<file path="config.mk">
export PLATFORM = sky130hd
export DESIGN_NAME = alu_seq_ctrl_flat
export DESIGN_NICKNAME = d
export VERILOG_FILES = /design/src/rtl/alu_seq_ctrl_if.sv /design/src/rtl/alu_seq_ctrl.sv /design/src/flat_wrapper.sv
export SDC_FILE = /design/constraint.sdc
export NUM_CORES = 1
export LEC_CHECK = 0
export CORE_ASPECT_RATIO = 0.7
export CORE_MARGIN = 2
export CORE_UTILIZATION = 35
export CTS_BUF_LIST = sky130_fd_sc_hd__clkbuf_4 sky130_fd_sc_hd__clkbuf_8
export CTS_CLUSTER_DIAMETER = 100
export DETAILED_ROUTE_END_ITERATION = 10
export PLACE_DENSITY_LB_ADDON = 0.3
export SLEW_MARGIN = 10
export SYNTH_ARGS = -nofsm -noshare
export SYNTH_HDL_FRONTEND = slang
export SYNTH_SLANG_ARGS = --single-unit
</file>
<file path="constraint.sdc">
create_clock -name clock -period 7.95 [get_ports clock]
set_input_delay 1.59 -clock clock [delete_from_list [all_inputs] [get_ports clock]]
set_output_delay 1.59 -clock clock [all_outputs]
set_load 0.005 [all_outputs]
</file>
<file path="src/rtl/alu_seq_ctrl_if.sv">
// Request / ALU / response bundle for alu_seq_ctrl.
// The controller uses the slave view; the requester/ALU side uses the master view.
interface alu_seq_ctrl_if #(
  parameter int unsigned WIDTH = 32
);
  logic             req_valid;
  logic             req_ready;
  logic [3:0]       req_opcode;
  logic [WIDTH-1:0] req_a;
  logic [WIDTH-1:0] req_b;
  logic [3:0]       alu_opcode;
  logic             alu_exec;
  logic [WIDTH-1:0] alu_a;
  logic [WIDTH-1:0] alu_b;
  logic [WIDTH-1:0] alu_result;
  logic             rsp_valid;
  logic             rsp_ready;
  logic [WIDTH-1:0] rsp_hi;
  logic [WIDTH-1:0] rsp_lo;
  logic             rsp_err;
  logic             busy;

  modport slave (
    input  req_valid, req_opcode, req_a, req_b, alu_result, rsp_ready,
    output req_ready, alu_opcode, alu_exec, alu_a, alu_b,
           rsp_valid, rsp_hi, rsp_lo, rsp_err, busy
  );

  modport master (
    output req_valid, req_opcode, req_a, req_b, alu_result, rsp_ready,
    input  req_ready, alu_opcode, alu_exec, alu_a, alu_b,
           rsp_valid, rsp_hi, rsp_lo, rsp_err, busy
  );
endinterface

</file>
<file path="src/rtl/alu_seq_ctrl.sv">
// Sequencer in front of a combinational ALU: one-cycle ALU ops, internal ADD/SUB,
// 32-step Booth multiply and 32-step signed restoring divide.
module alu_seq_ctrl #(
  parameter int unsigned      WIDTH   = 32,
  parameter logic [WIDTH-1:0] DIV0_LO = 32'hFFFFFFFF
) (
  input logic           clock,
  input logic           clear,
  alu_seq_ctrl_if.slave bus
);

  typedef enum logic [1:0] {IDLE, EXEC, ITER, DONE} state_e;

  localparam logic [3:0] OP_ADD = 4'd0;
  localparam logic [3:0] OP_SUB = 4'd1;
  localparam logic [3:0] OP_MUL = 4'd11;
  localparam logic [3:0] OP_DIV = 4'd12;

  state_e           state_q, state_d;
  logic [3:0]       op_q, op_d;
  logic [WIDTH-1:0] a_q, a_d, b_q, b_d;
  logic [4:0]       cnt_q, cnt_d;
  logic [WIDTH:0]   work_hi_q, work_hi_d;
  logic [WIDTH-1:0] work_lo_q, work_lo_d;
  logic             work_bit_q, work_bit_d;
  logic [WIDTH-1:0] rsp_hi_q, rsp_hi_d, rsp_lo_q, rsp_lo_d;
  logic             rsp_err_q, rsp_err_d;

  logic             accept;
  logic             a_neg, b_neg;
  logic [WIDTH-1:0] b_mag;
  logic [WIDTH:0]   a_sext, booth_sum, div_rem;
  logic             div_ge;
  logic [WIDTH:0]   step_hi;
  logic [WIDTH-1:0] step_lo;
  logic             step_bit;

  always_ff @(posedge clock) begin
    if (clear) state_q <= IDLE;
    else       state_q <= state_d;
  end

  always_comb begin
    state_d = state_q;
    case (state_q)
      IDLE: if (bus.req_valid) begin
        if (bus.req_opcode == OP_MUL)      state_d = ITER;
        else if (bus.req_opcode == OP_DIV) state_d = (bus.req_b == '0) ? DONE : ITER;
        else                               state_d = EXEC;
      end
      EXEC:    state_d = DONE;
      ITER:    if (cnt_q == 5'd0) state_d = DONE;
      DONE:    if (bus.rsp_ready) state_d = IDLE;
      default: state_d = IDLE;
    endcase
  end

  always_comb begin
    bus.req_ready  = (state_q == IDLE);
    bus.busy       = (state_q != IDLE);
    bus.rsp_valid  = (state_q == DONE);
    bus.alu_exec   = (state_q == EXEC);
    bus.alu_opcode = op_q;
    bus.alu_a      = a_q;
    bus.alu_b      = b_q;
    bus.rsp_hi     = rsp_hi_q;
    bus.rsp_lo     = rsp_lo_q;
    bus.rsp_err    = rsp_err_q;
  end

  // One iteration step; MUL is an arithmetic-shifted {hi,lo,q-1} Booth register,
  // DIV works on magnitudes with the remainder in hi and the quotient shifting into lo.
  always_comb begin
    a_neg     = a_q[WIDTH-1];
    b_neg     = b_q[WIDTH-1];
    b_mag     = b_neg ? -b_q : b_q;
    a_sext    = {a_q[WIDTH-1], a_q};
    booth_sum = work_hi_q;
    case ({work_lo_q[0], work_bit_q})
      2'b01:   booth_sum = work_hi_q + a_sext;
      2'b10:   booth_sum = work_hi_q - a_sext;
      default: booth_sum = work_hi_q;
    endcase
    div_rem = {work_hi_q[WIDTH-1:0], work_lo_q[WIDTH-1]};
    div_ge  = (div_rem >= {1'b0, b_mag});
    if (op_q == OP_MUL) begin
      step_hi  = {booth_sum[WIDTH], booth_sum[WIDTH:1]};
      step_lo  = {booth_sum[0], work_lo_q[WIDTH-1:1]};
      step_bit = work_lo_q[0];
    end else begin
      step_hi  = div_ge ? (div_rem - {1'b0, b_mag}) : div_rem;
      step_lo  = {work_lo_q[WIDTH-2:0], div_ge};
      step_bit = 1'b0;
    end
  end

  always_comb begin
    accept     = (state_q == IDLE) && bus.req_valid;
    op_d       = op_q;
    a_d        = a_q;
    b_d        = b_q;
    cnt_d      = cnt_q;
    work_hi_d  = work_hi_q;
    work_lo_d  = work_lo_q;
    work_bit_d = work_bit_q;
    rsp_hi_d   = rsp_hi_q;
    rsp_lo_d   = rsp_lo_q;
    rsp_err_d  = rsp_err_q;
    if (accept) begin
      op_d       = bus.req_opcode;
      a_d        = bus.req_a;
      b_d        = bus.req_b;
      cnt_d      = 5'd31;
      work_hi_d  = '0;
      work_bit_d = 1'b0;
      work_lo_d  = bus.req_b;
      if (bus.req_opcode == OP_DIV) begin
        work_lo_d = bus.req_a[WIDTH-1] ? -bus.req_a : bus.req_a;
        if (bus.req_b == '0) begin
          rsp_hi_d  = bus.req_a;
          rsp_lo_d  = DIV0_LO;
          rsp_err_d = 1'b1;
        end
      end
    end else if (state_q == EXEC) begin
      rsp_hi_d  = '0;
      rsp_err_d = 1'b0;
      case (op_q)
        OP_ADD:  rsp_lo_d = a_q + b_q;
        OP_SUB:  rsp_lo_d = a_q - b_q;
        4'd2, 4'd3, 4'd4, 4'd5, 4'd6, 4'd7, 4'd8, 4'd9, 4'd10:
                 rsp_lo_d = bus.alu_result;
        default: begin
          rsp_lo_d  = '0;
          rsp_err_d = 1'b1;
        end
      endcase
    end else if (state_q == ITER) begin
      work_hi_d  = step_hi;
      work_lo_d  = step_lo;
      work_bit_d = step_bit;
      if (cnt_q != 5'd0) begin
        cnt_d = cnt_q - 5'd1;
      end else begin
        rsp_err_d = 1'b0;
        if (op_q == OP_MUL) begin
          rsp_hi_d = step_hi[WIDTH-1:0];
          rsp_lo_d = step_lo;
        end else begin
          rsp_hi_d = a_neg ? -step_hi[WIDTH-1:0] : step_hi[WIDTH-1:0];
          rsp_lo_d = (a_neg ^ b_neg) ? -step_lo : step_lo;
        end
      end
    end
  end

  always_ff @(posedge clock) begin
    if (clear) begin
      op_q       <= '0;
      a_q        <= '0;
      b_q        <= '0;
      cnt_q      <= '0;
      work_hi_q  <= '0;
      work_lo_q  <= '0;
      work_bit_q <= 1'b0;
      rsp_hi_q   <= '0;
      rsp_lo_q   <= '0;
      rsp_err_q  <= 1'b0;
    end else begin
      op_q       <= op_d;
      a_q        <= a_d;
      b_q        <= b_d;
      cnt_q      <= cnt_d;
      work_hi_q  <= work_hi_d;
      work_lo_q  <= work_lo_d;
      work_bit_q <= work_bit_d;
      rsp_hi_q   <= rsp_hi_d;
      rsp_lo_q   <= rsp_lo_d;
      rsp_err_q  <= rsp_err_d;
    end
  end

endmodule

</file>
<file path="src/flat_wrapper.sv">
// flat-port wrapper written by rule: the top's interface ports become plain ports
module alu_seq_ctrl_flat 
#(
  parameter int unsigned      WIDTH   = 32,
  parameter logic [WIDTH-1:0] DIV0_LO = 32'hFFFFFFFF
)
  (clock, clear, bus_req_valid, bus_req_opcode, bus_req_a, bus_req_b, bus_alu_result, bus_rsp_ready, bus_req_ready, bus_alu_opcode, bus_alu_exec, bus_alu_a, bus_alu_b, bus_rsp_valid, bus_rsp_hi, bus_rsp_lo, bus_rsp_err, bus_busy);
  alu_seq_ctrl_if #(.WIDTH(WIDTH)) bus_i ();
  input logic clock;
  input logic clear;
  input wire logic [$bits(bus_i.req_valid)-1:0] bus_req_valid;
  input wire logic [$bits(bus_i.req_opcode)-1:0] bus_req_opcode;
  input wire logic [$bits(bus_i.req_a)-1:0] bus_req_a;
  input wire logic [$bits(bus_i.req_b)-1:0] bus_req_b;
  input wire logic [$bits(bus_i.alu_result)-1:0] bus_alu_result;
  input wire logic [$bits(bus_i.rsp_ready)-1:0] bus_rsp_ready;
  output wire logic [$bits(bus_i.req_ready)-1:0] bus_req_ready;
  output wire logic [$bits(bus_i.alu_opcode)-1:0] bus_alu_opcode;
  output wire logic [$bits(bus_i.alu_exec)-1:0] bus_alu_exec;
  output wire logic [$bits(bus_i.alu_a)-1:0] bus_alu_a;
  output wire logic [$bits(bus_i.alu_b)-1:0] bus_alu_b;
  output wire logic [$bits(bus_i.rsp_valid)-1:0] bus_rsp_valid;
  output wire logic [$bits(bus_i.rsp_hi)-1:0] bus_rsp_hi;
  output wire logic [$bits(bus_i.rsp_lo)-1:0] bus_rsp_lo;
  output wire logic [$bits(bus_i.rsp_err)-1:0] bus_rsp_err;
  output wire logic [$bits(bus_i.busy)-1:0] bus_busy;
  assign bus_i.req_valid = bus_req_valid;
  assign bus_i.req_opcode = bus_req_opcode;
  assign bus_i.req_a = bus_req_a;
  assign bus_i.req_b = bus_req_b;
  assign bus_i.alu_result = bus_alu_result;
  assign bus_i.rsp_ready = bus_rsp_ready;
  assign bus_req_ready = bus_i.req_ready;
  assign bus_alu_opcode = bus_i.alu_opcode;
  assign bus_alu_exec = bus_i.alu_exec;
  assign bus_alu_a = bus_i.alu_a;
  assign bus_alu_b = bus_i.alu_b;
  assign bus_rsp_valid = bus_i.rsp_valid;
  assign bus_rsp_hi = bus_i.rsp_hi;
  assign bus_rsp_lo = bus_i.rsp_lo;
  assign bus_rsp_err = bus_i.rsp_err;
  assign bus_busy = bus_i.busy;
  alu_seq_ctrl #(.WIDTH(WIDTH), .DIV0_LO(DIV0_LO)) u_core (.clock(clock), .clear(clear), .bus(bus_i));
endmodule
</file>
After elaboration in Yosys (flattened, before gate mapping). Cells that the tools add are included.

Bits in registers: 206. Bits of input ports: 104.

Add/subtract/negate cells: 10. Order comparisons: 1. Equality and inequality tests: 25. Multiplexer cells: 46. Bitwise gates (word level): 2. Reduce and logical (&&, ||, !) cells: 18.

Operators by type and width (number): $mux 32 (23); $neg 32->32 (4); $pmux 32 s3 (1); $mux 33 (2); $pmux 33 s2 (1); $add 33x33->33 (1); $ge 33x32->1 (1); $sub 33x32->33 (1); $sub 33x33->33 (1); $add 32x32->32 (1); $logic_not 32->1 (1); $sub 32x32->32 (1); $eq 4x4->1 const B (6); $mux 5 (4); $eq 4x3->1 const B (4); $reduce_or 11->1 (1); $mux 2 (5); $mux 1 (9); $reduce_or 9->1 (1); $eq 4x2->1 const B (2); $ne 2x2->1 const B (4); $pmux 2 s4 (1); $eq 2x2->1 const B (3); $reduce_and 3->1 (2); 17 further kinds (22).

Longest topological paths before layout.
Depth after elaboration: 12. Mapped depth: 36. Depth with buffers taken out: 32.

Least setup slack after synthesis. No wires, ideal clock.

Kind: register -> register. Start: register u_core.b_q[2], in the netlist u_core.bus.alu_b[2]. End: register u_core.rsp_hi_q[26], in the netlist u_core.bus.rsp_hi[26]. Arrival time: 6.927 ns. Data required time: 7.859 ns. Slack: 0.933 ns. Cell stages (with the launch flop): 35. Path buffers: 4. Clock period less this slack: 7.017 ns. Path through: dfxtp_1 -> clkbuf_1 -> nor3_1 -> nand3_1 -> or3_1 -> or3_1 -> nor3_1 -> nand3_1 -> nor2_1 -> nand2_1 -> or3_1 -> nor2_1 -> nand2_1 -> nor3b_1 -> ha_1 -> inv_1 -> ha_1 -> clkbuf_1 -> nand4b_1 -> nor3_1 -> and2_1 -> o21ai_1 -> o21ai_4 -> buf_2 -> buf_2 -> a21oi_1 -> o21ai_0 -> ha_1 -> o2111ai_1 -> nor4b_4 -> nand4_1 -> o31ai_1 -> xnor2_1 -> o21ai_1 -> a311oi_1.

Longest elaborated chain between the ends: 12. Elaborated cells between the ends (all ways): 13.

Ends and longest elaborated chain: from (decl) (RTL line alu_seq_ctrl.sv:21) `logic [WIDTH-1:0] a_q, a_d, b_q, b_d;`; from (signal assigned) (RTL line alu_seq_ctrl.sv:161) `b_q <= '0;`; from (signal assigned) (RTL line alu_seq_ctrl.sv:172) `b_q <= b_d;`; $neg 32->32 (RTL line alu_seq_ctrl.sv:76) `b_mag = b_neg ? -b_q : b_q;`; $mux 32 * (RTL line alu_seq_ctrl.sv:76); $sub 33x32->33 or $ge 33x32->1 (tied branches) (RTL line alu_seq_ctrl.sv:91, alu_seq_ctrl.sv:85); $mux 33 * (RTL line alu_seq_ctrl.sv:91) `step_hi = div_ge ? (div_rem - {1'b0, b_mag}) : div_rem;`; $mux 33 * (RTL line alu_seq_ctrl.sv:86) `if (op_q == OP_MUL) begin`; $neg 32->32 (RTL line alu_seq_ctrl.sv:150) `rsp_hi_d = a_neg ? -step_hi[WIDTH-1:0] : step_hi[WIDTH-1:0];`; $mux 32 (RTL line alu_seq_ctrl.sv:150); $mux 32 * (RTL line alu_seq_ctrl.sv:146) `if (op_q == OP_MUL) begin`; $mux 32 * (RTL line alu_seq_ctrl.sv:142) `if (cnt_q != 5'd0) begin`; $mux 32 * (RTL line alu_seq_ctrl.sv:138) `end else if (state_q == ITER) begin`; $mux 32 * (RTL line alu_seq_ctrl.sv:125) `end else if (state_q == EXEC) begin`; $mux 32 * (RTL line alu_seq_ctrl.sv:109) `if (accept) begin`; to (signal assigned) (RTL line alu_seq_ctrl.sv:177) `rsp_hi_q <= rsp_hi_d;`; to (decl) (RTL line alu_seq_ctrl.sv:26) `logic [WIDTH-1:0] rsp_hi_q, rsp_hi_d, rsp_lo_q, rsp_lo_d;`.

Every way passes the cells marked *; elsewhere a longest branch is shown, timed or not. The select of a mux whose other input is x is not followed. A chain may end at the register's enable or synchronous reset.

Final worst setup path.
Start: register u_core.b_q[2], in the netlist u_core.bus.alu_b[2]. End: register u_core.rsp_hi_q[29], in the netlist u_core.bus.rsp_hi[29].

Same word-level chain as after synthesis.

==> results.cfg <==
[logic_synthesis]
ys.flop_type = dfxtp_1
synth_compound_area_share_pct = 28.2
synth_edf_count = 0
ys_types = 92
synth_seq_cells = 206
synth-xor-area-share_pct = 10.5
yosysTopAreaCell = dfxtp_1
syn_area_per_cell_um2 = 6.98
yosysMostFrequentCell = nand2_1
synth_cells = 2824
synth-simple-area-share_pct = 25.4
synth_top_family_by_area = compound AO/OA/AOI/OAI gates
synthAdderAreaFrac_pct = 7.16
yosysSeqAreaShare_pct = 20.9
ys_top_cells_by_count = 384 x nand2_1, 336 x a21oi_1, 326 x nor2_1, 206 x dfxtp_1, 147 x clkbuf_1
synthTopCellsByArea = dfxtp_1 21%, a21oi_1 8.5%, nand2_1 7.3%, ha_1 6.9%, nor2_1 6.2%
async_flop_share_pct = 0
synth_area_um2 = 19700
yosys_warnings = 0
synth_largest_type_area_fraction_pct = 20.9
synth_nets = 3039
muxShareOfSynthArea_pct = 2.88

[clock_tree]
cts_sinks = 206
cts_tree = done
cts_buffers = 37
clk_pin_slew_worst_paths_ns = 0.07
worst_skew_pair.late_latency_ns = 0.60
clock_tree.root_cell = clkbuf_8
clockBufferDepth = 3
htreeDepth = 2

[critical_path]
critPathMaxStageDelay_ns = 0.42
path_class = flip-flop to flip-flop
crit_path_end_kind = flip-flop
critPathArrivalTime_ns = 8.03
start_kind = flip-flop
cp.required_ns = 8.43
crit_path_top_delay_cell = ha_2
cp_max_fo = 21

[global_route]
grt_max_degree = 112
grt-ovfl-total = 0
grt_pass1_vias = 20800
grt_first_pass_wirelength_mm = 133
antenna_found_initial = 1
grt_usage_pct = 29.5

[pwr]
ir_drop_v = 0.000174
leakage_nw = 9.12
power_density_nw_per_um2 = 360

[detailed_routing]
drtIter0Drc = 2492
wirelength_mm = 90.0
post_drt_wl_per_cell_um = 24.2
via_per_inst = 6.13
num_vias = 22800
dr.pass1.iters = 6
route.antenna.remaining_nets = 0
drc = 0

[die]
rows = 72
start_util_pct = 35.6
die_y_um = 203
core_area_um2 = 55400
fp.dieW_um = 288
dieArea_um2 = 58300
ios = 241

[sta]
max-slew-margin-rel_pct = 19.3
setup_viol = 0
rsz0062_at_grt = false
skew_ns = 0.0397
post-route-period-util_pct = 94.9
hold_viol = 0
drv_slew = 0
whs_ns = 0.463
finalCriticalPeriod_ns = 7.55
tns_ns = 0
max_freq_mhz = 133
worstMarginPinSlew_ns = 1.21

[worst_hold_path]
hp-class = flip-flop to flip-flop

[status]
outcome = finished clean

[placement]
port_buffers = 240
gp_congestion = 0.984
dpl.hpwl_mm = 69.0

[cells_and_area]
fillers = 5749
final_nets = 3175
layout-drive-gt1-share_pct = 6.27
diodes = 0
area_growth_pct = 19.9

[run]
cap_viol_max_count = 0
## metal layers
layer  vias to the layer above  wire length (um)  GRT usage [%]
met1                     11100             42200           44.9
met5                         -                 0              0
met4                         0              2030           6.62
li1                      10500                 -              -
met3                       111              9090           5.43
met2                      1175             36700           42.4
## worst max-delay path: cells and delay by family, from the launching register on
kind	cells	cell delay (ns)
AOI/OAI and AO/OA	7	1.82
xor gates and xnor gates	1	0.12
DFF	1	0.40
and+or+nand+nor	17	4.07
buffers and inverters	2	0.40
adders and majority gates	2	0.61
## final timing paths
kind	from	endpoint	slack (ns)	depth (start not counted)
max	u_core.bus.alu_b[2]$_SDFFE_PP0P_	u_core.bus.rsp_hi[29]$_SDFFE_PP0P_	0.40	29
min	u_core.bus.rsp_lo[10]$_SDFFE_PP0P_	u_core.bus.rsp_lo[10]$_SDFFE_PP0P_	0.46	2
max reg2reg	u_core.bus.alu_b[2]$_SDFFE_PP0P_	u_core.bus.rsp_hi[29]$_SDFFE_PP0P_	0.40	29
min reg2reg	u_core.bus.rsp_lo[10]$_SDFFE_PP0P_	u_core.bus.rsp_lo[10]$_SDFFE_PP0P_	0.46	2
## metrics by stage
step	util (%)	cell area, um^2	setup slack, ns	instances	power, mW
floorplan	-	19700	0.933	2824	5.14
global placement	41.0	22700	0.290	3659	7.06
detailed placement	41.0	22700	0.102	3659	7.11
CTS	42.5	23500	0.0571	3720	8.32
global route	42.6	23600	0.00191	3722	9.04
finish	42.6	23600	0.404	3722	8.50
## power by group
group          switching [mW]  internal (mW)
Clock                   0.513          0.670
Sequential              0.440           1.31
Combinational            3.42           2.15
Total                    4.37           4.13
## placed cells by master (no fill, tap or decap), drive strengths merged, types with 30 or more instances in the layout
cell type / n
a311oi: 30
xnor2: 97
a211oi: 57
a21oi: 338
ha: 108
a21o: 44
o211ai: 45
dfxtp: 206
clkdlybuf4s50: 239
buf: 55
mux2i: 51
nor2: 327
o21ai: 147
nor4: 30
inv: 52
nand2: 384
xor2: 139
nand3: 57
clkbuf: 54
a31oi: 34
nor3: 98
o31ai: 51
## state kept, by name, summed over array words and instances, names as in the netlist
register and flops:
u_core.work_hi_q 33, u_core.bus.alu_a 32, u_core.bus.alu_b 32, u_core.bus.rsp_hi 32, u_core.bus.rsp_lo 32, u_core.work_lo_q 32, u_core.cnt_q 5, u_core.bus.alu_opcode 4
u_core.state_q 2, u_core.bus.rsp_err 1, u_core.work_bit_q 1
## cells by family after synthesis
family                   count (synthesis)
AND/OR/NAND/NOR                       1090
AO/OA/AOI/OAI                          876
buffers and inverters                  249
XOR/XNOR                               236
flip-flops                             206
adder cells (fa/ha/maj)                111
multiplexers                            56
## final cells by class
| type | instances | area [um^2] | share of cell area [%] |
|---|---|---|---|
| Inverter | 52 | 195 | 0.826 |
| Multi-Input combinational cell | 2369 | 14700 | 62.4 |
| Clock buffer | 54 | 674 | 2.85 |
| Tap cell | 740 | 926 | 3.92 |
| Clock inverter | 7 | 138 | 0.583 |
| Timing Repair Buffer | 294 | 2820 | 11.9 |
| Sequential cell | 206 | 4120 | 17.5 |
## what timing repair did
action,in CTS,in global routing
resized for setup,0,19
endpoints found under the setup margin,0,37
setup buffers,0,2
hold buffers,0,0
(Power assumes the default switching activity.)
